`src/rtl/hazzo.sv`:
```
// Load-use hazard detector for a 5-stage pipeline: stalls PC and IF/ID and bubbles ID/EX
// when decode reads a register that the load currently in EX is about to write.
module hazzo (
  input  logic        clk,
  input  logic        rst,
  input  logic        ifid_memread,
  input  logic [4:0]  idex_dest,
  input  logic [4:0]  ifid_rs,
  input  logic [4:0]  ifid_rt,
  output logic        hazard,
  output logic        pc_write,
  output logic        ifid_write,
  output logic        idex_bubble,
  output logic        hazard_q,
  output logic [15:0] stall_cnt
);

  logic        w_dest_nz;
  logic        w_rs_match;
  logic        w_rt_match;
  logic        w_hazard;
  logic        w_cnt_sat;
  logic        r_hazard_q;
  logic [15:0] r_stall_cnt;

  // r0 is hardwired to zero, so a load targeting it can never feed a consumer.
  assign w_dest_nz  = (idex_dest != 5'd0);
  assign w_rs_match = (idex_dest == ifid_rs);
  assign w_rt_match = (idex_dest == ifid_rt);
  assign w_hazard   = ~rst & ifid_memread & w_dest_nz & (w_rs_match | w_rt_match);
  assign w_cnt_sat  = (r_stall_cnt == 16'hFFFF);

  assign hazard      = w_hazard;
  assign pc_write    = ~w_hazard;
  assign ifid_write  = ~w_hazard;
  assign idex_bubble = w_hazard;
  assign hazard_q    = r_hazard_q;
  assign stall_cnt   = r_stall_cnt;

  always_ff @(posedge clk) begin
    if (rst) begin
      r_hazard_q  <= 1'b0;
      r_stall_cnt <= 16'd0;
    end else begin
      r_hazard_q <= w_hazard;
      if (w_hazard && !w_cnt_sat) begin
        r_stall_cnt <= r_stall_cnt + 16'd1;
      end
    end
  end

endmodule

```
`config.mk`:
```
export PLATFORM = sky130hd
export DESIGN_NAME = hazzo
export DESIGN_NICKNAME = d
export VERILOG_FILES = /design/src/rtl/hazzo.sv
export SDC_FILE = /design/constraint.sdc
export NUM_CORES = 1
export LEC_CHECK = 0
export ABC_AREA = 1
export BUFFER_PORTS_ARGS = -buffer_cell sky130_fd_sc_hd__buf_2
export CAP_MARGIN = 20
export CELL_PAD_IN_SITES_DETAIL_PLACEMENT = 0
export CELL_PAD_IN_SITES_GLOBAL_PLACEMENT = 1
export CORE_MARGIN = 2
export CORE_UTILIZATION = 30
export DETAILED_ROUTE_END_ITERATION = 10
export MAX_ROUTING_LAYER = met4
export PLACE_DENSITY = 0.7
export SLEW_MARGIN = 5
export SYNTH_ARGS = -nofsm -noshare
export SYNTH_HDL_FRONTEND = slang
export SYNTH_SLANG_ARGS = --single-unit
```
`constraint.sdc`:
```
create_clock -name clk -period 3.71 [get_ports clk]
set_input_delay 0 -clock clk [delete_from_list [all_inputs] [get_ports clk]]
set_output_delay 0 -clock clk [all_outputs]
set_load 0.01 [all_outputs]
```
Yosys cells after proc, flatten, opt, wreduce, memory -nomap -nowiden
Index checks and enable logic that the tools add are counted.
W data, S select, Z words.
- bits in registers: 17
- output and inout port bits: 21
- bits of input ports: 18
- equality and inequality tests: 3
- bitwise gates (word level): 6
- add/sub/neg operators: 1
- reduce and logical (&&, ||, !) cells: 3
- operators by type and width (kind ; count):
    $add A16 B1 Y16 const B ; 1
    $eq A16 B16 Y1 const B ; 1
    $eq A5 B5 Y1 ; 2
    $reduce_bool A5 Y1 ; 1
    $and A1 B1 Y1 ; 3
    $not A1 Y1 ; 2
    $logic_and A1 B1 Y1 ; 1
    $logic_not A1 Y1 ; 1
    $or A1 B1 Y1 ; 1

Longest topological paths before layout
Gate-level depths: netlist of the first run.
- depth in word-level cells: 5
- mapped depth: 11
- mapped depth without buffers: 10

Worst setup path after synthesis of the first run
No wires, ideal clock.
- path type: reg-to-reg
- start: register r_stall_cnt[1] (netlist: stall_cnt[1])
- end: register r_stall_cnt[10] (netlist: stall_cnt[10])
- data required time: 3.597 ns
- cell stages (with the launch flop): 10
- slack: 2.196 ns
- arrival time: 1.401 ns
- cells stage by stage: dfxtp_1 > ha_1 > nand2_1 > nor3_4 > nand2_2 > nand3_4 > buf_6 > nand2_1 > nand2_1 > nor2_1
- word-level cells in the longest chain between the ends: 3
- ends and longest elaborated chain (item ; line ; source):
    start: declaration ; 24 ; logic [15:0] r_stall_cnt;
    start signal: assignment ; 47 ; r_stall_cnt <= r_stall_cnt + 16'd1;
    branches (longest 3 deep; another with $add A16 B1 Y16) ; - ;
Several ways; the timed one is not identified.
A chain may end at the register's enable or synchronous reset.

Worst setup path in the final report of the first run
- start: input port rst
- end: output port hazard
- word-level cells in the longest chain between the ends: 4
- ends and longest elaborated chain (item ; line ; source):
    start: declaration ; 5 ; input logic rst,
    $not A1 Y1 ; 30 ; assign w_hazard = ~rst & ifid_memread & w_dest_nz & (w_rs_match | w_rt_match);
    $and A1 B1 Y1 (3 in series) ; 30 ;
    end: declaration ; 10 ; output logic hazard,
No other way between the ends.

==> flow_summary_export.csv, run 1 <==
group,metric,value,unit
worst_setup_path,end_kind,"output port",
sta,timing.final.hold_violations,0,
cts,insertion_delay,0.26,ns
worst_setup_path,startpoint,"rst",
worst_setup_path,cp_max_fo,14,
grt,track_usage,13.54,%
final_layout,area_growth,20.70,%
final_layout,n_fill_cell,472,
final_layout,fin_util,38.11,%
sta,fin_crit_sh,48.08,%
power_and_ir_drop,p_seq_share,48.6,%
power_and_ir_drop,p_comb_share,15.3,%
sta,rsz0062_at_grt,"no",
yosys,netlist_area,1281,µm²
sta,holdWs,0.2608,ns
yosys,avgSynthCellArea,5.904,µm²
cts,h-tree-depth,1,
worst_setup_path,reg2reg_depth,8,
grt,antenna_found_initial,0,
detailed_routing,drt_first_iter_violations,55,
worst_setup_path,r2r_setup_slack,2.08,ns
yosys,synthesis.nets,236,
sta,setup_viol,0,
power_and_ir_drop,clockPowerShare,36.1,%
detailed_routing,wirelength,2.869,mm
yosys,synth_seq_cells,17,
cts,clkTransAtPathRegs,0.07,ns
final_layout,antenna_cells,0,
detailed_routing,wl_per_cell,9.407,µm
detailed_routing,first_pass_iters,4,
power_and_ir_drop,leakagePower,0.8928,nW
die,io_pins,39,
sta,period_needed,1.784,ns
yosys,postSynth.asyncResetShare,0,%
worst_setup_path,reg2reg_from,"stall_cnt[0]",
hold_path,hold_class,"in2reg",
power_and_ir_drop,p_int,0.2881,mW
grt,grt_pass1_vias,1288,
cts,ctsRootBufferMaster,"clkbuf_8",
yosys,synth_cells,217,
worst_setup_path,r2r-end,"stall_cnt[14]",
grt,grt_max_degree,24,
power_and_ir_drop,irDropWorstVdd,105.4,µV
sta,worstMarginPinSlew,0.4665,ns
yosys,synth.distinct_cells,23,
detailed_routing,vias,1309,
die,rows,23,
cts,cts-buffers-inserted,3,
place,gp_congestion,0.7529,
worst_setup_path,crit_path_end,"hazard",
grt,grt-ovfl-total,0,
cts,ctsLongestPathBuffers,2,
place,portBuffers,38,
sta,timing.slew.headroom,68.87,%
die,coreArea,4058,µm²
yosys,synthTopCellsByArea,"dfxtp_1, nand2_1, nor2_1, inv_1, xor2_1",
yosys,ys_seq_area_share,26.56,%
die,initial_core_util,31.58,%
cts,cts_setup_buffers,0,
detailed_routing,ant_nets,0,
die,dieArea,4809,µm²
worst_setup_path,critPathKind,"in2out",
grt,grt_pass1_wl,5.333,mm
worst_setup_path,crit_path_start_kind,"input pin",
worst_setup_path,required,3.71,ns
yosys,synth_edf_count,0,
die,die_x,69.35,µm
die,die_height,69.35,µm
final_layout,fin_nets,275,
yosys,yosysWarningCount,0,
sta,drv_slew,0,
cts,clkSinkCount,17,
sta,skew,0.002665,ns
worst_setup_path,arrival,1.78,ns
place,place_hpwl,2.293,mm
final_layout,drive_gt1_share,21.57,%
sta,finalSetupTns,0,ns
yosys,synth_top_cell_by_area,"dfxtp_1",
detailed_routing,via_per_inst,4.292,
outcome,outcome,"completed",
power_and_ir_drop,power_density,255.1,nW/µm²
yosys,synth.top_cell.area_share,26.56,%
sta,max_freq,560.7,MHz
yosys,synth_ff_type,"dfxtp_1",
power_and_ir_drop,p_sw_share,26.98,%
cts,cts_tree,"built",
power_and_ir_drop,switchingPower,0.1065,mW
detailed_routing,drc_errors,0,
job,drv_cap,0,
==> layer usage <==
layer	global-route usage (%)	wire, µm	part of all wire [%]
met1	16.46	1426	50
met3	2.326	116	4.0
met4	4.575	45	1.6
met5	-	0	0
met2	22.65	1280	45
==> metrics by stage <==
step                cell area, µm²  setup WS [ns]  cells  total power, mW
finish                        1546          1.926    305           0.3946
global route                  1546          1.711    305           0.4215
CTS                           1546          1.876    305           0.4028
detailed placement            1491          2.064    300           0.2566
global placement              1491          2.111    300           0.2568
floorplan                     1281          2.196    217           0.2337
==> critical path, stage by stage <==
cell	delay [ns]
dlygate4sd3_1	0.53
buf_2	0.14
inv_1	0.35
nand3_1	0.15
inv_2	0.16
nand2_1	0.20
inv_1	0.11
buf_2	0.13
==> worst min path at each step <==
stage / cells past startpoint / from / end
final: 6 / ifid_memread / stall_cnt[13]
after floorplan: 1 / rst / stall_cnt[9]
after global placement: 2 / rst / stall_cnt[9]
after global routing: 6 / ifid_memread / stall_cnt[9]
after CTS: 6 / ifid_memread / stall_cnt[9]
after detailed placement: 2 / rst / stall_cnt[9]
==> what timing repair did <==
item                      4_1_cts  5_1_grt
gates resized for setup         0        0
hold buffers                    1        0
hold endpoints to repair        3        0
==> kinds of logic after synthesis <==
family / synth area share (%)
flip-flops: 26.56
AO/OA/AOI/OAI: 1.074
AND/OR/NAND/NOR: 46.87
XOR/XNOR: 8.887
adder cells (fa/ha/maj): 0.9764
buffers and inverters: 15.62
==> synth_stat cells, types with 2 or more instances <==
cell type and instances:
nor2_2 2, nand2_1 70, inv_1 35, nand4_1 9, buf_4 2, nor2_1 40
xor2_1 10, inv_2 6, nand2_2 2, nand3_1 7, nor3_1 3, xnor2_1 3
dfxtp_1 17, buf_6 2
==> power groups by stage <==
stage / registers, mW / logic [mW] / clock network (mW)
final: 0.192 / 0.0606 / 0.142
after global routing: 0.193 / 0.0714 / 0.158
after CTS: 0.192 / 0.0619 / 0.149
after detailed placement: 0.196 / 0.0607 / 0
after global placement: 0.196 / 0.0609 / 0
after floorplan: 0.197 / 0.0365 / 0
==> flip-flops by register name, summed over array words and instances, names as in the netlist <==
register,count
stall_cnt,16
hazard_q,1
==> area by class of cell <==
cell class	count	area, µm²	share of cell area (%)
Inverter	42	157.7	10.19
Tap cell	50	62.56	4.045
Multi-Input combinational cell	153	740.7	47.90
Sequential cell	17	340.3	22.01
Clock buffer	4	45.04	2.913
Timing Repair Buffer	39	200.2	12.95
==> cell usage in the layout (no fill, tap or decap), drive strengths merged <==
cell type and count:
buf 38, clkbuf 4, clkinv 1, dfxtp 17, dlygate4sd3 1, ha 1
inv 41, nand2 73, nand3 8, nand4 9, nor2 43, nor3 4
o2111ai 1, o21ai 1, xnor2 3, xor2 10
Power figures use the tool's default switching activity.
==> inputs of run 2 (changes only) <==
==> constraint.sdc (replaced) <==
create_clock -name clk -period 1.8 [get_ports clk]
set_input_delay 0 -clock clk [delete_from_list [all_inputs] [get_ports clk]]
set_output_delay 0 -clock clk [all_outputs]
set_load 0.01 [all_outputs]
==> flow_summary_export.csv, run 2 (same netlist as run 1, synthesis figures left out) <==
group,metric,value,unit
die,rows,23,
worst_setup_path,crit_chain,"ha_1, nand2_1, nor3_4, nand2_2, nand3_2, nand2_1, nand2_1, nor2_1",
worst_setup_path,slowest_delay,0.37,ns
die,die_height,69.35,µm
sta,rsz0062_at_grt,"no",
sta,setup_viol,0,
sta,timing.final.hold_violations,0,
detailed_routing,wirelength,3.042,mm
detailed_routing,drt_first_iter_violations,64,
die,coreArea,4058,µm²
hold_path,hold_class,"in2reg",
sta,period_needed,1.612,ns
worst_setup_path,crit_path_start_kind,"flip-flop",
power_and_ir_drop,p_int,0.5931,mW
final_layout,final_cell_mix,"nand2_1, nor2_1, buf_2",
worst_setup_path,end_kind,"flip-flop",
cts,ctsRootBufferMaster,"clkbuf_8",
outcome,outcome,"completed",
power_and_ir_drop,switchingPower,0.2273,mW
cts,clkTransAtPathRegs,0.08,ns
detailed_routing,wl_per_cell,9.845,µm
power_and_ir_drop,p_sw_share,27.70,%
sta,timing.slew.headroom,81.77,%
final_layout,n_fill_cell,480,
power_and_ir_drop,power_density,518.3,nW/µm²
power_and_ir_drop,leakagePower,0.9116,nW
grt,track_usage,13.55,%
die,dieArea,4809,µm²
worst_setup_path,arrival,1.77,ns
job,drv_cap,0,
final_layout,fin_util,39.01,%
power_and_ir_drop,total_power,0.8204,mW
worst_setup_path,cp_max_fo,11,
die,initial_core_util,31.58,%
power_and_ir_drop,p_comb_share,16.0,%
die,io_pins,39,
final_layout,seqCellArea,340.3,µm²
final_layout,antenna_cells,0,
grt,grt_pass1_vias,1187,
worst_setup_path,cp_top_family,"simple AND/OR/NAND/NOR gates",
detailed_routing,ant_nets,0,
sta,finalSetupTns,0,ns
cts,ctsLongestPathBuffers,2,
worst_setup_path,required,1.96,ns
sta,fin_crit_sh,89.54,%
grt,antenna_found_initial,0,
final_layout,largest_reg_flops,16,
final_layout,multi_input_area,753.2,µm²
final_layout,final_common_cell,"nand2_1",
worst_setup_path,critPathBufInv,0,
place,portBuffers,38,
sta,worstMarginPinSlew,0.2725,ns
die,die_x,69.35,µm
worst_setup_path,critPathKind,"reg2reg",
sta,drv_slew,0,
cts,clkSinkCount,17,
place,gp_congestion,0.7424,
detailed_routing,first_pass_iters,4,
cts,h-tree-depth,1,
sta,max_freq,620.4,MHz
final_layout,area_growth,23.54,%
worst_setup_path,critPathSlowestCell,"dfxtp_1",
sta,skew,0.009377,ns
worst_setup_path,cpMostUsedCell,"nand2_1",
cts,cts-buffers-inserted,3,
power_and_ir_drop,irDropWorstVdd,305.9,µV
cts,insertion_delay,0.26,ns
cts,cts_tree,"built",
grt,grt_max_degree,24,
detailed_routing,drc_errors,0,
final_layout,fin_nets,279,
detailed_routing,vias,1356,
grt,grt_pass1_wl,5.285,mm
final_layout,drive_gt1_share,23.55,%
detailed_routing,via_per_inst,4.388,
power_and_ir_drop,clockPowerShare,35.9,%
power_and_ir_drop,p_seq_share,48.0,%
place,place_hpwl,2.306,mm
grt,grt-ovfl-total,0,
cts,cts_setup_buffers,0,
run 2: changes by cell type in the layout (fill, tap and decap cells not counted), sizes merged:
cell    before  now
clkinv       1    2
nand3        8    9
clkbuf       4    3
buf         38   41
run 2: cell type report:
class                   instances  area share, %
clock buffers                   3          2.609
clock inverters                 1         0.3162
inverters                      42          9.960
multi-input cells             154          47.59
flip-flops and latches         17          21.50
well taps                      50          3.953
repair buffers                 42          14.07
run 2: power groups by stage:
stage               Combinational, mW  Clock, mW  Sequential, mW
floorplan                      0.0753          0           0.406
global placement                0.130          0           0.403
detailed placement              0.129          0           0.403
CTS                             0.131      0.312           0.394
global route                    0.153      0.324           0.396
finish                          0.132      0.295           0.394
run 2: tightest hold or removal path, stage by stage:
cell,delay [ns]
buf_2,0.10
nand3_1,0.09
inv_2,0.10
nand4_1,0.10
nand2_1,0.05
nor2_1,0.07
run 2: worst paths after layout:
check	startpoint	to	slack (ns)	cells past startpoint
max	stall_cnt[0]	stall_cnt[5]	0.19	8
min	ifid_memread	stall_cnt[9]	0.28	6
min reg2reg	stall_cnt[1]	stall_cnt[1]	0.55	4
max reg2reg	stall_cnt[0]	stall_cnt[5]	0.19	8
run 2: layer usage:
| metal | track usage [%] | up-vias | share of wire (%) |
|---|---|---|---|
| li1 | - | 734 | - |
| met1 | 17.55 | 586 | 48 |
| met2 | 21.58 | 34 | 46 |
| met3 | 3.343 | 2 | 5.2 |
| met4 | 2.614 | 0 | 0.62 |
| met5 | - | - | 0 |
run 2: per-stage QoR:
step	hold WS (ns)	area, µm²	cells	setup WS (ns)
after floorplan	0.07152	1281	217	0.2861
after global placement	0.2117	1514	303	0.1992
after detailed placement	0.2198	1514	303	0.1542
after CTS	0.2648	1570	308	0.1381
after global routing	0.3018	1583	309	0.008894
final	0.2793	1583	309	0.1882
run 2: what timing repair did:
action,CTS,global route
resized for setup,0,1
endpoints found under the setup margin,0,12
endpoints found under the hold margin,3,0
hold buffers,1,0
==> inputs of run 3 (changes only) <==
--- a/config.mk
+++ b/config.mk
@@ -8,13 +8,11 @@
 export ABC_AREA = 1
 export BUFFER_PORTS_ARGS = -buffer_cell sky130_fd_sc_hd__buf_2
 export CAP_MARGIN = 20
-export CELL_PAD_IN_SITES_DETAIL_PLACEMENT = 0
-export CELL_PAD_IN_SITES_GLOBAL_PLACEMENT = 1
 export CORE_MARGIN = 2
 export CORE_UTILIZATION = 30
 export DETAILED_ROUTE_END_ITERATION = 10
 export MAX_ROUTING_LAYER = met4
-export PLACE_DENSITY = 0.7
+export PLACE_DENSITY = 0.5
 export SLEW_MARGIN = 5
 export SYNTH_ARGS = -nofsm -noshare
 export SYNTH_HDL_FRONTEND = slang
==> flow_summary_export.csv, run 3 (same netlist as run 1, synthesis figures left out) <==
group,metric,value,unit
detailed_routing,wl_per_cell,9.800,µm
detailed_routing,vias,1358,
cts,clkSinkCount,17,
sta,timing.final.hold_violations,0,
power_and_ir_drop,p_comb_share,16.3,%
die,dieArea,4809,µm²
power_and_ir_drop,leakagePower,0.9171,nW
sta,drv_slew,0,
detailed_routing,wirelength,3.038,mm
sta,setup_viol,0,
power_and_ir_drop,p_sw_share,27.43,%
sta,timing.slew.headroom,82.04,%
detailed_routing,wl_met2,1.430,mm
worst_setup_path,cp_top_family,"simple AND/OR/NAND/NOR gates",
final_layout,final_cell_count_no_fill,310,
sta,holdWs,0.2761,ns
power_and_ir_drop,clockPowerShare,35.6,%
sta,skew,0.01084,ns
cts,clkTransAtPathRegs,0.08,ns
cts,cts_setup_buffers,0,
final_layout,area_growth,24.12,%
final_layout,largest_reg_flops,16,
die,coreArea,4058,µm²
die,rows,23,
worst_setup_path,cpMostUsedCell,"nand2_1",
place,post-place-ws,0.1379,ns
power_and_ir_drop,total_power,0.8181,mW
detailed_routing,wl_met1,1.452,mm
final_layout,n_fill_cell,464,
worst_setup_path,required,1.96,ns
power_and_ir_drop,p_seq_share,48.1,%
final_layout,final_cell_mix,"nand2_1, nor2_1, buf_2",
grt,grt_pass1_wl,5.499,mm
worst_setup_path,crit_path_start_kind,"flip-flop",
final_layout,fin_util,39.19,%
worst_setup_path,end_kind,"flip-flop",
sta,layout_setup_ws,0.1698,ns
place,gp_congestion,0.7583,
die,die_height,69.35,µm
sta,worstMarginPinSlew,0.2688,ns
place,post-place-cells,304,
sta,period_needed,1.630,ns
detailed_routing,dr_wl_met3,136,µm
worst_setup_path,critPathSlowestCell,"dfxtp_1",
cts,h-tree-depth,1,
sta,rsz0062_at_grt,"yes",
grt,grt_pass1_vias,1313,
sta,max_freq,613.4,MHz
detailed_routing,via_per_inst,4.381,
power_and_ir_drop,p_int,0.5937,mW
place,post_dp_cell_area,1521,µm²
detailed_routing,dr.max_layer_used,"met4",
die,die_x,69.35,µm
cts,cts_tree,"built",
cts,insertion_delay,0.26,ns
cts,ctsLongestPathBuffers,2,
die,io_pins,39,
job,drv_cap,0,
worst_setup_path,arrival,1.79,ns
worst_setup_path,critPathKind,"reg2reg",
worst_setup_path,crit_chain,"ha_1, nand2_1, nor3_4, nand2_2, nand3_2, nand2_1, inv_1, nor2_1",
final_layout,multi_input_area,753.2,µm²
final_layout,final_common_cell,"nand2_1",
final_layout,antenna_cells,0,
detailed_routing,ant_nets,0,
hold_path,hold_class,"in2reg",
grt,antenna_found_initial,0,
worst_setup_path,cp_max_fo,11,
cts,cts-buffers-inserted,3,
detailed_routing,drc_errors,0,
power_and_ir_drop,power_density,514.4,nW/µm²
grt,grt_max_degree,24,
worst_setup_path,slowest_delay,0.38,ns
final_layout,fin_area,1590,µm²
final_layout,seqCellArea,340.3,µm²
outcome,outcome,"completed",
detailed_routing,drt_first_iter_violations,35,
place,portBuffers,38,
power_and_ir_drop,switchingPower,0.2244,mW
final_layout,drive_gt1_share,23.85,%
place,place_hpwl,2.300,mm
power_and_ir_drop,irDropWorstVdd,278.9,µV
sta,fin_crit_sh,90.57,%
sta,finalSetupTns,0,ns
final_layout,fin_nets,280,
grt,grt-ovfl-total,0,
die,initial_core_util,31.58,%
cts,ctsRootBufferMaster,"clkbuf_8",
worst_setup_path,critPathBufInv,1,
grt,track_usage,13.75,%
detailed_routing,first_pass_iters,4,
run 3: path summary, 6_finish.rpt:
path	slack, ns	from	end	depth (start not counted)
max	0.17	stall_cnt[1]	stall_cnt[4]	8
max reg2reg	0.17	stall_cnt[1]	stall_cnt[4]	8
min reg2reg	0.56	stall_cnt[1]	stall_cnt[1]	4
min	0.28	ifid_memread	stall_cnt[3]	6
run 3: area by class of cell:
cell class	instances	area share (%)
inverter	42	9.913
clock buffer	3	2.596
clock inverter	1	0.3147
multi-input combinational	154	47.36
tap	50	3.934
sequential	17	21.40
timing repair buffer	43	14.48
run 3: what timing repair did:
item / 4_1_cts / 5_1_grt
resized for setup: 0 / 1
hold endpoints to repair: 3 / 0
endpoints found under the setup margin: 0 / 13
hold buffers: 1 / 0
run 3: metal layers:
layer | track usage [%] | vias to the layer above
li1 | - | 734
met2 | 23.18 | 24
met5 | - | -
met3 | 3.343 | 2
met1 | 16.89 | 598
met4 | 2.397 | 0
run 3: power by group through the flow:
stage	registers [mW]	logic (mW)	clock network [mW]
global placement	0.402	0.130	0
detailed placement	0.402	0.131	0
finish	0.394	0.133	0.291
floorplan	0.406	0.0753	0
CTS	0.394	0.133	0.306
global route	0.395	0.156	0.318
run 3: worst reg2reg max path: stages, from the launching register on:
cell and delay [ns]:
dfxtp_1 0.38, ha_1 0.20, nand2_1 0.13, nor3_4 0.24
nand2_2 0.17, nand3_2 0.25, nand2_1 0.08, inv_1 0.06
nor2_1 0.04
